<file path="src/rtl/write_cmd_pool.sv">
// write_cmd_pool
//   Write-command staging FIFO between the host write channel and the DDR
//   command scheduler. Holds up to DEPTH {address, data} beats in arrival
//   order and presents the oldest beat to the scheduler.
//
//   Ports
//     clk           rising-edge clock
//     n_rst         asynchronous active-low reset
//     wstrobe       push {waddr, wdata} this cycle
//     write_issued  scheduler consumed the head entry; pop one entry
//     burst_size    burst length code: 0=1, 1=2, 2=4, 3=8 beats
//     wdata, waddr  incoming beat
//     wfull         occupancy == DEPTH
//     werr          overflow/underflow indication (registered)
//     wready        occupancy >= burst length (combinational on burst_size)
//     pool_wdata    head entry data, 0 when empty
//     pool_waddr    head entry address, 0 when empty
//
//   Build option
//     WCP_STICKY_ERR_EN  defined: werr sets on the first error and holds
//                        until reset; undefined: one-cycle pulse per error.
module write_cmd_pool #(
    parameter int DEPTH      = 8,
    parameter int LOG2_DEPTH = 3,
    parameter int DATA_SIZE  = 64,
    parameter int ADDR_SIZE  = 8
) (
    input  logic                 clk,
    input  logic                 n_rst,
    input  logic                 wstrobe,
    input  logic                 write_issued,
    input  logic [1:0]           burst_size,
    input  logic [DATA_SIZE-1:0] wdata,
    input  logic [ADDR_SIZE-1:0] waddr,
    output logic                 wfull,
    output logic                 werr,
    output logic                 wready,
    output logic [DATA_SIZE-1:0] pool_wdata,
    output logic [ADDR_SIZE-1:0] pool_waddr
);

    localparam int ENTRY_W = ADDR_SIZE + DATA_SIZE;
    localparam logic [LOG2_DEPTH:0] FULL_CNT = (LOG2_DEPTH+1)'(DEPTH);

    logic [ENTRY_W-1:0]    mem [DEPTH];
    logic [LOG2_DEPTH-1:0] wptr;
    logic [LOG2_DEPTH-1:0] rptr;
    logic [LOG2_DEPTH:0]   count;
    logic [LOG2_DEPTH:0]   burst_len;

    logic is_full;
    logic is_empty;
    logic do_push;
    logic do_pop;
    logic err_event;

    always_comb begin
        is_full  = (count == FULL_CNT);
        is_empty = (count == '0);
        do_pop   = write_issued && !is_empty;
        // A pop in the same cycle frees the slot, so a full pool still accepts.
        do_push  = wstrobe && (!is_full || write_issued);
        // Push+pop on empty: push lands, the pop is reported as underflow.
        err_event = (wstrobe && is_full && !write_issued) ||
                    (write_issued && is_empty);
    end

    always_ff @(posedge clk or negedge n_rst) begin
        if (!n_rst) begin
            mem   <= '{default: '0};
            wptr  <= '0;
            rptr  <= '0;
            count <= '0;
        end else begin
            if (do_push) begin
                mem[wptr] <= {waddr, wdata};
                wptr      <= wptr + 1'b1;
            end
            if (do_pop)
                rptr <= rptr + 1'b1;
            case ({do_push, do_pop})
                2'b10:   count <= count + 1'b1;
                2'b01:   count <= count - 1'b1;
                default: count <= count;
            endcase
        end
    end

    always_ff @(posedge clk or negedge n_rst) begin
        if (!n_rst)
            werr <= 1'b0;
        else
`ifdef WCP_STICKY_ERR_EN
            werr <= werr | err_event;
`else
            werr <= err_event;
`endif
    end

    always_comb begin
        burst_len = (LOG2_DEPTH+1)'(1) << burst_size;
        wfull     = is_full;
        wready    = (count >= burst_len);
        if (is_empty) begin
            pool_wdata = '0;
            pool_waddr = '0;
        end else begin
            {pool_waddr, pool_wdata} = mem[rptr];
        end
    end

endmodule

</file>
<file path="config.mk">
export PLATFORM = sky130hd
export DESIGN_NAME = write_cmd_pool
export DESIGN_NICKNAME = d
export VERILOG_FILES = /design/src/rtl/write_cmd_pool.sv
export SDC_FILE = /design/constraint.sdc
export NUM_CORES = 1
export LEC_CHECK = 0
export ABC_AREA = 1
export BUFFER_PORTS_ARGS = -buffer_cell sky130_fd_sc_hd__buf_2
export CAP_MARGIN = 20
export CORE_ASPECT_RATIO = 1.4
export CORE_MARGIN = 4
export CORE_UTILIZATION = 58
export DETAILED_ROUTE_END_ITERATION = 7
export GPL_TIMING_DRIVEN = 0
export PLACE_DENSITY = 0.87
export SLEW_MARGIN = 40
export SYNTH_ARGS = -nofsm -noshare
export SYNTH_HDL_FRONTEND = slang
export SYNTH_SLANG_ARGS = --single-unit
</file>
<file path="constraint.sdc">
create_clock -name clk -period 2.5 [get_ports clk]
set_input_delay 0.375 -clock clk [delete_from_list [all_inputs] [get_ports clk]]
set_output_delay 0.375 -clock clk [all_outputs]
set_load 0.01 [all_outputs]
</file>
==> results.cfg <==
[timing]
drv_slew = 0
hold_viol = 0
rsz0062_at_grt = true
final-setup-viol-count = 72
min_period_over_period = 1.16
worst_pin_slew_ps = 760
fmax_ghz = 0.345
max_slew_margin = 0.493
setup-tns-final_ps = -15540
min_period_ps = 2890
fin_worst_skew_ps = 24.1
setup_ws_ps = -394

[place]
placed_cells = 3925
gp_congestion = 0.878
dp_hpwl_mm = 54.5
port-buffer-count = 152

[floorplanning]
coreArea_sq_um = 45200
rows = 92
die_h_microns = 261
dieArea_sq_um = 49400
die_x_microns = 189
ios = 153
initial_core_util = 0.588

[final_layout]
fin_cells = 4056
num-fill-cells = 2986
multi_input_comb_area_sq_um = 10900
layout-drive-gt1-share = 0.182
fin_nets = 3484
seqCellArea_sq_um = 14700
area_growth_pct = 20.7

[outcome]
violations = DRC, setup timing
status = finished, violations left

[yosys]
synth_edf_count = 0
synth_cell_types = 27
avgSynthCellArea_sq_um = 8.44
synth_nets = 3240
synthCells = 3153
yosys_warnings = 0
async_flop_share = 1.00
synth_flop_cell = dfrtp_1
ys_seq_elements = 587
ys_seq_area_frac = 0.552
syn-cell-area_sq_um = 26600

[critical_path]
path_buf_inv = 4
critPathLaunch = rptr[1]
r2r_cells = 7
cpPeakStageDelay_ps = 390
required_ps = 2120
critPathKind = register to output port
cp_max_fo = 11
r2r-start = count[0]
path_cells = buf_12 > buf_6 > buf_4 > o21ai_1 > o22ai_1 > nor2_1 > nor2_2 > buf_2
arrival_ps = 2520
worstReg2RegEnd = mem[293]
rrSetupSlack_ps = 30
cpMaxStageDelayCell = dfrtp_1
worstSetupEndpointType = output port
cp_top_family = buffers and inverters
cp-start-kind = register

[routing]
drt-met1-wl_mm = 29.9
routed_wl_mm = 92.1
dr_wl_met3_mm = 10.3
routed-wl-met2_mm = 43.6
post_drt_wl_per_cell_microns = 22.7
first_pass_iters = 8
first_iter_violations = 3745
drc = 12
viasPerCell = 6.42
vias = 26000
routed.top_layer = met5
antenna_left = 0

[clock_tree]
clk_latency_ps = 610
clock_path_buffers = 3
numCtsBuffers = 54
cts_sinks = 587
cts_tree = done
clk_pin_slew_ps = 60
root_buffer = clkbuf_16
cts_max_level = 2

[pwr]
p_int_mw = 27.9
p_switching_mw = 21.6
p_sw_frac = 0.436
pwr-share-clk = 0.176
max-vdd-ir-drop_uv = 926
powerDensity_nw_per_um2 = 1540
p_comb_frac = 0.491
p_leak_nw = 15.3
pwr-share-seq = 0.333

[hold_path]
holdPathEnd = werr
hold_class = primary input to register
whs_path_depth = 3
worstHoldStart = wstrobe

[global_routing]
overflow = 0
antenna_found_initial = 4
grt_pass1_wl_mm = 132
grt_max_degree = 75
grt_pass1_vias = 25200
track_usage = 0.336

[job]
max-cap-violations = 0
-- placed cells by master (no fill, tap or decap), types with 69 or more instances in the layout --
cell and instances:
clkbuf_1 71, clkbuf_16 69, nor2_1 395, buf_6 70
nor2_2 79, inv_1 85, o211ai_1 73, nand2_1 670
buf_2 167, o21ai_0 682, o21ai_1 177, dfrtp_1 585
-- worst reg2reg max path, cell delays in order (launching register included) --
cell and delay (ps):
dfrtp_2 460, nor2_4 280, nand4_2 150, nand2_4 190, inv_6 120, nand2_4 260, clkbuf_1 570, o21ai_0 270
-- cells in the mapped netlist, types with 9 or more instances --
| cell type | number | area, sq um |
|---|---|---|
| o21ai_0 | 718 | 3590 |
| nand2_1 | 671 | 2520 |
| dfrtp_1 | 587 | 14700 |
| nor2_1 | 517 | 1940 |
| o21ai_1 | 150 | 751 |
| clkbuf_1 | 113 | 424 |
| inv_1 | 87 | 327 |
| o211ai_1 | 73 | 548 |
| o22ai_1 | 72 | 450 |
| buf_6 | 58 | 653 |
| buf_2 | 52 | 260 |
| ha_1 | 9 | 113 |
| nand2_4 | 9 | 101 |
-- per-layer routing --
| layer | global-route usage | vias up |
|---|---|---|
| li1 | - | 10900 |
| met1 | 0.389 | 12400 |
| met2 | 0.569 | 2029 |
| met3 | 0.0577 | 659 |
| met4 | 0.235 | 2 |
| met5 | 0 | - |
-- cell type report --
| class | count | share of cell area |
|---|---|---|
| Antenna cell | 3 | 0.000234 |
| Tap cell | 611 | 0.0238 |
| Inverter | 90 | 0.0112 |
| Clock inverter | 15 | 0.00397 |
| Sequential cell | 587 | 0.457 |
| Buffer | 236 | 0.0612 |
| Clock buffer | 86 | 0.0543 |
| Multi-Input combinational cell | 2240 | 0.340 |
| Timing Repair Buffer | 188 | 0.0479 |
-- power by group through the flow --
stage / Combinational [mW] / Sequential, mW / Clock (mW)
floorplan: 12.9 / 15.4 / 0
global placement: 18.6 / 15.8 / 0
detailed placement: 19.3 / 16.0 / 0
CTS: 21.2 / 16.0 / 8.59
global route: 26.2 / 16.8 / 9.01
finish: 24.3 / 16.5 / 8.72
-- worst max path at each step --
stage                                end  depth (start not counted)  slack (ps)
final                      pool_waddr[7]                          8        -390
after global placement          mem[549]                          1      -10840
after detailed placement  pool_wdata[12]                          8        -350
after global routing       pool_waddr[7]                          9        -410
after floorplan                 count[2]                         11         470
after CTS                 pool_wdata[56]                          8        -250
-- flip-flops by register name (all words and copies together) (netlist names) --
signal	count
count	4
mem	576
rptr	3
werr	1
wptr	3
-- logic make-up after synthesis --
group                    after synthesis  synth area share
AND/OR/NAND/NOR                     1207             0.174
AO/OA/AOI/OAI                       1016             0.201
flip-flops                           587             0.552
buffers and inverters                327            0.0663
adder cells (fa/ha/maj)                9           0.00423
XOR/XNOR                               7           0.00230
-- through the flow --
stage | hold slack, ps | total power [mW] | util | setup slack [ps] | area (sq um)
floorplan | 79.4 | 28.3 | - | 470 | 26600
global placement | 459 | 34.5 | 0.622 | -10840 | 28100
detailed placement | 283 | 35.2 | 0.628 | -352 | 28400
CTS | 59.2 | 45.8 | 0.689 | -248 | 31200
global route | 111 | 52.0 | 0.710 | -411 | 32100
finish | 73.1 | 49.5 | 0.710 | -394 | 32100
-- timing repair --
| action | CTS | global route |
|---|---|---|
| resized for setup | 238 | 225 |
| buffers inserted | 6 | 5 |
| endpoints found under the setup margin | 75 | 74 |
| hold buffers | 1 | 0 |
| endpoints found under the hold margin | 38 | 0 |
| gates cloned | 5 | 12 |
| pin swaps | 60 | 120 |
Power figures use the tool's default switching activity.
